$ cat config.mk
export PLATFORM = sky130hd
export DESIGN_NAME = sha3_digest_streamer
export DESIGN_NICKNAME = d
export VERILOG_FILES = /design/src/rtl/sha3_digest_streamer.sv
export SDC_FILE = /design/constraint.sdc
export NUM_CORES = 1
export LEC_CHECK = 0
export ABC_AREA = 1
export ABC_CLOCK_PERIOD_IN_PS = 2850
export CAP_MARGIN = 15
export CORE_AREA = 5 5 629 631
export DETAILED_ROUTE_END_ITERATION = 6
export DIE_AREA = 0 0 634 636
export SLEW_MARGIN = 20
export SYNTH_ARGS = -nofsm -noshare
export SYNTH_HDL_FRONTEND = slang
export SYNTH_SLANG_ARGS = --single-unit
$ cat constraint.sdc
create_clock -name ACLK -period 2.85 [get_ports ACLK]
set_input_delay 0.4275 -clock ACLK [delete_from_list [all_inputs] [get_ports ACLK]]
set_output_delay 0.4275 -clock ACLK [all_outputs]
set_load 0.01 [all_outputs]
$ cat src/rtl/sha3_digest_streamer.sv
// Captures the final Keccak state and streams the selected SHA3 digest as
// 16-bit words in canonical (hex-string) byte order with valid/ready/last.
module sha3_digest_streamer #(
    parameter int WIDTH = 16
) (
    input  logic                     ACLK,
    input  logic                     ARESETn,
    input  logic [1:0]               ID,
    input  logic [0:4][0:4][63:0]    Dout,
    input  logic                     hash_valid,
    output logic                     hash_ready,
    output logic [WIDTH-1:0]         m_data,
    output logic                     m_valid,
    input  logic                     m_ready,
    output logic                     m_last,
    output logic                     busy
);

    typedef enum logic {
        IDLE,
        STREAM
    } state_t;

    state_t            state;
    state_t            state_next;
    logic [7:0][63:0]  lanes;
    logic [1:0]        id_q;
    logic [4:0]        word_cnt;
    logic [4:0]        last_idx;
    logic [63:0]       sel_lane;
    logic [63:0]       shifted;
    logic [WIDTH-1:0]  word_data;
    logic              accept;
    logic              xfer;

    assign accept = hash_valid && (state == IDLE);
    assign xfer   = m_valid && m_ready;

    always_comb begin
        last_idx = 5'd31;
        case (id_q)
            2'd0:    last_idx = 5'd13;
            2'd1:    last_idx = 5'd15;
            2'd2:    last_idx = 5'd23;
            default: last_idx = 5'd31;
        endcase
    end

    // Four words per lane; lanes are little-endian, so word n takes the byte
    // pair at offset 2*(n%4) and puts the lower-addressed byte in the MSBs.
    assign sel_lane  = lanes[word_cnt[4:2]];
    assign shifted   = sel_lane >> {word_cnt[1:0], 4'b0000};
    assign word_data = {shifted[7:0], shifted[15:8]};

    always_ff @(posedge ACLK or negedge ARESETn) begin
        if (!ARESETn) begin
            state <= IDLE;
        end else begin
            state <= state_next;
        end
    end

    always_comb begin
        state_next = state;
        case (state)
            IDLE:    if (hash_valid) state_next = STREAM;
            STREAM:  if (xfer && m_last) state_next = IDLE;
            default: state_next = IDLE;
        endcase
    end

    always_comb begin
        hash_ready = 1'b0;
        m_valid    = 1'b0;
        m_last     = 1'b0;
        m_data     = '0;
        busy       = 1'b0;
        case (state)
            IDLE: begin
                hash_ready = 1'b1;
            end
            STREAM: begin
                m_valid = 1'b1;
                busy    = 1'b1;
                m_last  = (word_cnt == last_idx);
                m_data  = word_data;
            end
            default: begin
                hash_ready = 1'b0;
            end
        endcase
    end

    // Only lanes 0..7 in x-major order can hold digest bytes; the rest of
    // the state is never needed once accepted.
    always_ff @(posedge ACLK or negedge ARESETn) begin
        if (!ARESETn) begin
            lanes    <= '0;
            id_q     <= 2'd0;
            word_cnt <= 5'd0;
        end else if (accept) begin
            for (int k = 0; k < 8; k++) begin
                lanes[k] <= Dout[k % 5][k / 5];
            end
            id_q     <= ID;
            word_cnt <= 5'd0;
        end else if (xfer && !m_last) begin
            word_cnt <= word_cnt + 5'd1;
        end
    end

endmodule
---- Word level (Yosys, flattened, before mapping) ----
Index checks and enable logic that the tools add are counted.
word-level totals
  flip-flop bits (word level) ............. 520
  bits in latches ......................... 0
  RAM bits ................................ 0
  bits in read-only memories .............. 0
  bits of input ports ..................... 1606
  output and inout port bits .............. 20
  logic and storage cells ................. 37
  memories kept ........................... 0
operators by class
  $add $sub $neg .......................... 1
  $mul .................................... 0
  div/mod/pow operators ................... 0
  magnitude comparators ................... 1
  equality and inequality tests ........... 3
  shift-type cells ........................ 1
  multiplexer cells ....................... 12
  bitwise logic cells ..................... 1
  reductions and logical operators ........ 7
operators with widths
  operator                                                    count
  binary-select mux 64 bit (select 3 bit)                     1
  2-to-1 mux 64 bit                                           1
  >> shifter 64 x 6 -> 16 bit                                 1
  2-to-1 mux 16 bit                                           1
  case mux 5 bit (3 select lines)                             1
  2-to-1 mux 5 bit                                            2
  adder 5 x 1 -> 5 bit, second input constant                 1
  == test 5 bit                                               1
  2-to-1 mux 1 bit                                            5
  logical AND 1 bit                                           4
  less-than comparator 3 x 4 -> 1 bit, second input constant  1
  == test 2 x 1 -> 1 bit, second input constant               1
  == test 2 bit, second input constant                        1
  logical NOT 2 bit                                           1
  case mux 1 bit (2 select lines)                             1
  nonzero test 2 bit                                          1
  logical NOT 1 bit                                           1
  inverter 1 bit                                              1

---- Longest topological paths before layout ----
  depth in word-level cells ............... 8
  mapped depth ............................ 12
  depth with buffers taken out ............ 9

---- Worst setup path after synthesis ----
OpenSTA, ideal clock, no wires.
  kind .................................... register to output
  start ................................... register word_cnt[2]
  end ..................................... output m_data[6]
  arrival ................................. 1437 ps
  required time ........................... 2423 ps
  setup slack ............................. 985 ps
  cell stages (with the launch flop) ...... 13
  buffers on the path ..................... 3
  cell sequence ........................... dfrtp_1 -> buf_6 -> inv_4 -> buf_6 -> buf_2 -> nand2_1 -> nand3_1 -> nand3_1 -> nand2_1 -> nand2_1 -> nand3_1 -> nand2_1 -> nor2_1
between the ends
  longest elaborated chain between the ends .. 4
RTL lines
  element                                  line  text
  start: declaration                       28    logic [4:0] word_cnt;
  start signal: assignment                 108   word_cnt <= word_cnt + 5'd1;
  binary-select mux 64 bit (select 3 bit)  51    assign sel_lane = lanes[word_cnt[4:2]];
  2-to-1 mux 64 bit (not written as such)  51
  >> shifter 64 x 6 -> 16 bit              52    assign shifted = sel_lane >> {word_cnt[1:0], 4'b0000};
  2-to-1 mux 16 bit                        78    case (state)
  end: declaration                         12    output logic [WIDTH-1:0] m_data,
Every way passes these cells. The select of a mux whose other input is x is not followed.

---- Worst setup path in the final report ----
  start ................................... register word_cnt[2]
  end ..................................... output m_data[15]
The elaborated chain is that of the path after synthesis.

==> impl_metrics.sql <==
INSERT INTO impl_metrics (metric_group, metric, value, unit) VALUES
('floorplan', 'std_cell_rows', '229', ''),
('cells_and_area', 'layout.cells.most_common', 'sky130_fd_sc_hd__nand2_1', ''),
('route', 'avgRoutedWirePerCell', '18.9', 'um'),
('flow_run', 'maxCapViolCount', '0', ''),
('route', 'drt_pass1_iterations', '7', ''),
('pwr', 'fin_total_pwr', '45.9', 'mW'),
('placement', 'finalWeightedCongestion', '0.848', ''),
('global_route', 'grt_max_degree', '113', ''),
('cells_and_area', 'layout-area-overhead-vs-synth', '74.8', '%'),
('global_route', 'number_of_antenna_violations_at_the_first_check_in_global_routing', '207', ''),
('sta', 'slew_headroom', '53.8', '%'),
('placement', 'placement.io_buffers', '537', ''),
('cells_and_area', 'fin_nets', '5665', ''),
('floorplan', 'initial_standard_cell_utilization_of_the_core', '6.38', '%'),
('pwr', 'power.leakage', '18.8', 'nW'),
('sta', 'grt_setup_unrepaired', 'true', ''),
('critical_path', 'crit_end_category', 'output port', ''),
('sta', 'fmax', '294', 'MHz'),
('sta', 'period_share', '119', '%'),
('cts', 'clock_latency_late_sink', '0.72', 'ns'),
('placement', 'placement.cell_area', '38500', 'um2'),
('route', 'postRouteAntennaNets', '0', ''),
('floorplan', 'die-area', '403000', 'um2'),
('synth', 'netlist_instances', '3395', ''),
('cts', 'clk_pin_slew', '0.08', 'ns'),
('cells_and_area', 'stdcell_area', '43300', 'um2'),
('sta', 'timing_hold_violations_final', '0', ''),
('sta', 'timing.setup.tns', '-7.97', 'ns'),
('route', 'drtIter0Drc', '2092', ''),
('placement', 'detailedPlacementHpwl', '142000', 'um'),
('critical_path', 'cells_on_worst_reg2reg_path', '15', ''),
('cells_and_area', 'final_cell_mix', '1999 x sky130_fd_sc_hd__nand2_1, 519 x sky130_fd_sc_hd__clkdlybuf4s50_1, 516 x sky130_fd_sc_hd__dfrtp_1', ''),
('global_route', 'track_usage', '8.49', '%'),
('route', 'routed_via_density', '2.75', ''),
('route', 'dr_total_vias', '25700', ''),
('critical_path', 'cell_by_cell_trace_of_the_critical_path', 'buf_12 > buf_16 > buf_16 > buf_12 > buf_12 > nand2_1 > nand3_1 > nand3_2 > nand2_2 > nand2_1 > nand2_2 > nor2_4 > nor2_4 > buf_6', ''),
('synth', 'synth.yosys.warnings', '0', ''),
('critical_path', 'critical_path_launch_point_type', 'flop', ''),
('placement', 'dp_worst_setup_slack', '-0.681', 'ns'),
('critical_path', 'critical_path_class', 'reg -> out', ''),
('sta', 'final-max-slew-violation-count', '0', ''),
('floorplan', 'dieHeight', '636', 'um'),
('cells_and_area', 'final-instance-count-excl-fill', '9355', ''),
('floorplan', 'placeableCoreArea', '389000', 'um2'),
('critical_path', 'worst_ep_arrival_time', '2.97', 'ns'),
('route', 'post-route-drc-count', '0', ''),
('critical_path', 'crit_start', 'word_cnt[2]', ''),
('status', 'violations', 'setup timing', ''),
('hold_path', 'min_path_type', 'in -> async', ''),
('critical_path', 'cpPeakStageDelay', '0.44', 'ns'),
('critical_path', 'cp.required', '2.42', 'ns'),
('cts', 'cts_root_buffer', 'sky130_fd_sc_hd__clkbuf_16', ''),
('pwr', 'pwr_per_cell_area', '1060', 'nW/um2'),
('critical_path', 'r2r-start', 'word_cnt[2]', ''),
('critical_path', 'timing.reg2reg.setup_slack', '0.20', 'ns'),
('critical_path', 'cpMaxStageDelayCell', 'sky130_fd_sc_hd__dfrtp_4', ''),
('cts', 'tritoncts_num_sinks', '520', ''),
('cts', 'ctsLongestPathBuffers', '3', ''),
('status', 'run_status', 'finished, violations left', ''),
('synth', 'synth_cell_type_count', '22', ''),
('sta', 'report.final.setup_viol', '17', ''),
('synth', 'syn_avg_cell_area', '7.30', 'um2'),
('cells_and_area', 'post_route_cells_drive_above_1_share', '16.6', '%'),
('sta', 'fin_hold_ws', '0.217', 'ns'),
('synth', 'postSynthNetCount', '5002', ''),
('sta', 'postLayoutSetupSlackWorst', '-0.550', 'ns'),
('route', 'routed_wirelength', '177000', 'um'),
('floorplan', 'dieWidth', '634', 'um'),
('critical_path', 'timing.critical_path.fanout_max', '8', ''),
('synth', 'synth-seq-area-share', '52.5', '%'),
('floorplan', 'top_level_ports', '1626', '');
## sequential cells by signal, indices dropped and copies added, names as in the netlist
register  flops
lanes       512
id_q          2
state         1
word_cnt      5
## Yosys cell counts, drive strengths merged
master,count,area (um2)
clkinv,1,3.75
nand2,2075,7790
buf,192,1040
nand3,377,1890
xnor2,1,8.76
clkbuf,34,128
dfrtp,520,13000
inv,41,156
nor2,36,135
ha,1,12.5
o22ai,1,6.26
nand4,1,6.26
o21ai,64,320
a21oi,49,245
xor2,2,17.5
## area by class of cell
class | count | area (um2)
repair inverters | 2 | 32.5
well taps | 5197 | 6500
clock buffers | 88 | 1860
repair buffers | 818 | 9240
flip-flops and latches | 520 | 13000
inverters | 42 | 206
fillers | 45000 | 345000
clock inverters | 30 | 373
multi-input cells | 2607 | 11900
diodes | 51 | 128
## worst paths after layout
path / to
worst max-delay path: m_data[15]
worst min-delay path: lanes[109]
worst max register to register: word_cnt[3]
worst min register to register: lanes[342]
max in group asynchronous: lanes[208]
min in group ACLK: lanes[505]
## power by group
part | internal [mW] | switching, mW | total (mW) | leakage, nW
combinational | 10.2 | 13.8 | 24.0 | 11.1
sequential | 10.7 | 2.32 | 13.1 | 6.67
clock | 5.03 | 3.77 | 8.80 | 1.08
## cell families after synthesis
kind of cell	Yosys count	synth area share, %
simple gates	2489	39.6
flops	520	52.5
buf+inv	268	5.36
compound gates	114	2.31
xor+xnor	3	0.106
fa+ha+maj	1	0.0505
## worst max-delay path: cells and delay by family (launching register included)
kind          cells  cell delay (ns)
buf+inv           6             0.97
flops             1             0.44
simple gates      8             0.82
## layer usage
layer / global-route usage, % / part of all wire [%] / vias up
met3: 2.40 / 7.6 / 370
met5: 0 / 0.16 / -
met4: 4.54 / 5.3 / 46
met2: 13.2 / 45 / 1167
met1: 10.5 / 42 / 12200
li1: - / - / 12000
## timing repair
action / in CTS / in global routing
gates cloned: 12 / 3
hold buffers: 1 / 0
setup endpoints to repair: 17 / 17
gates resized for setup: 389 / 114
setup buffers: 32 / 10
endpoints found under the hold margin: 29 / 0
pin swaps: 74 / 67
(Power assumes the default switching activity.)
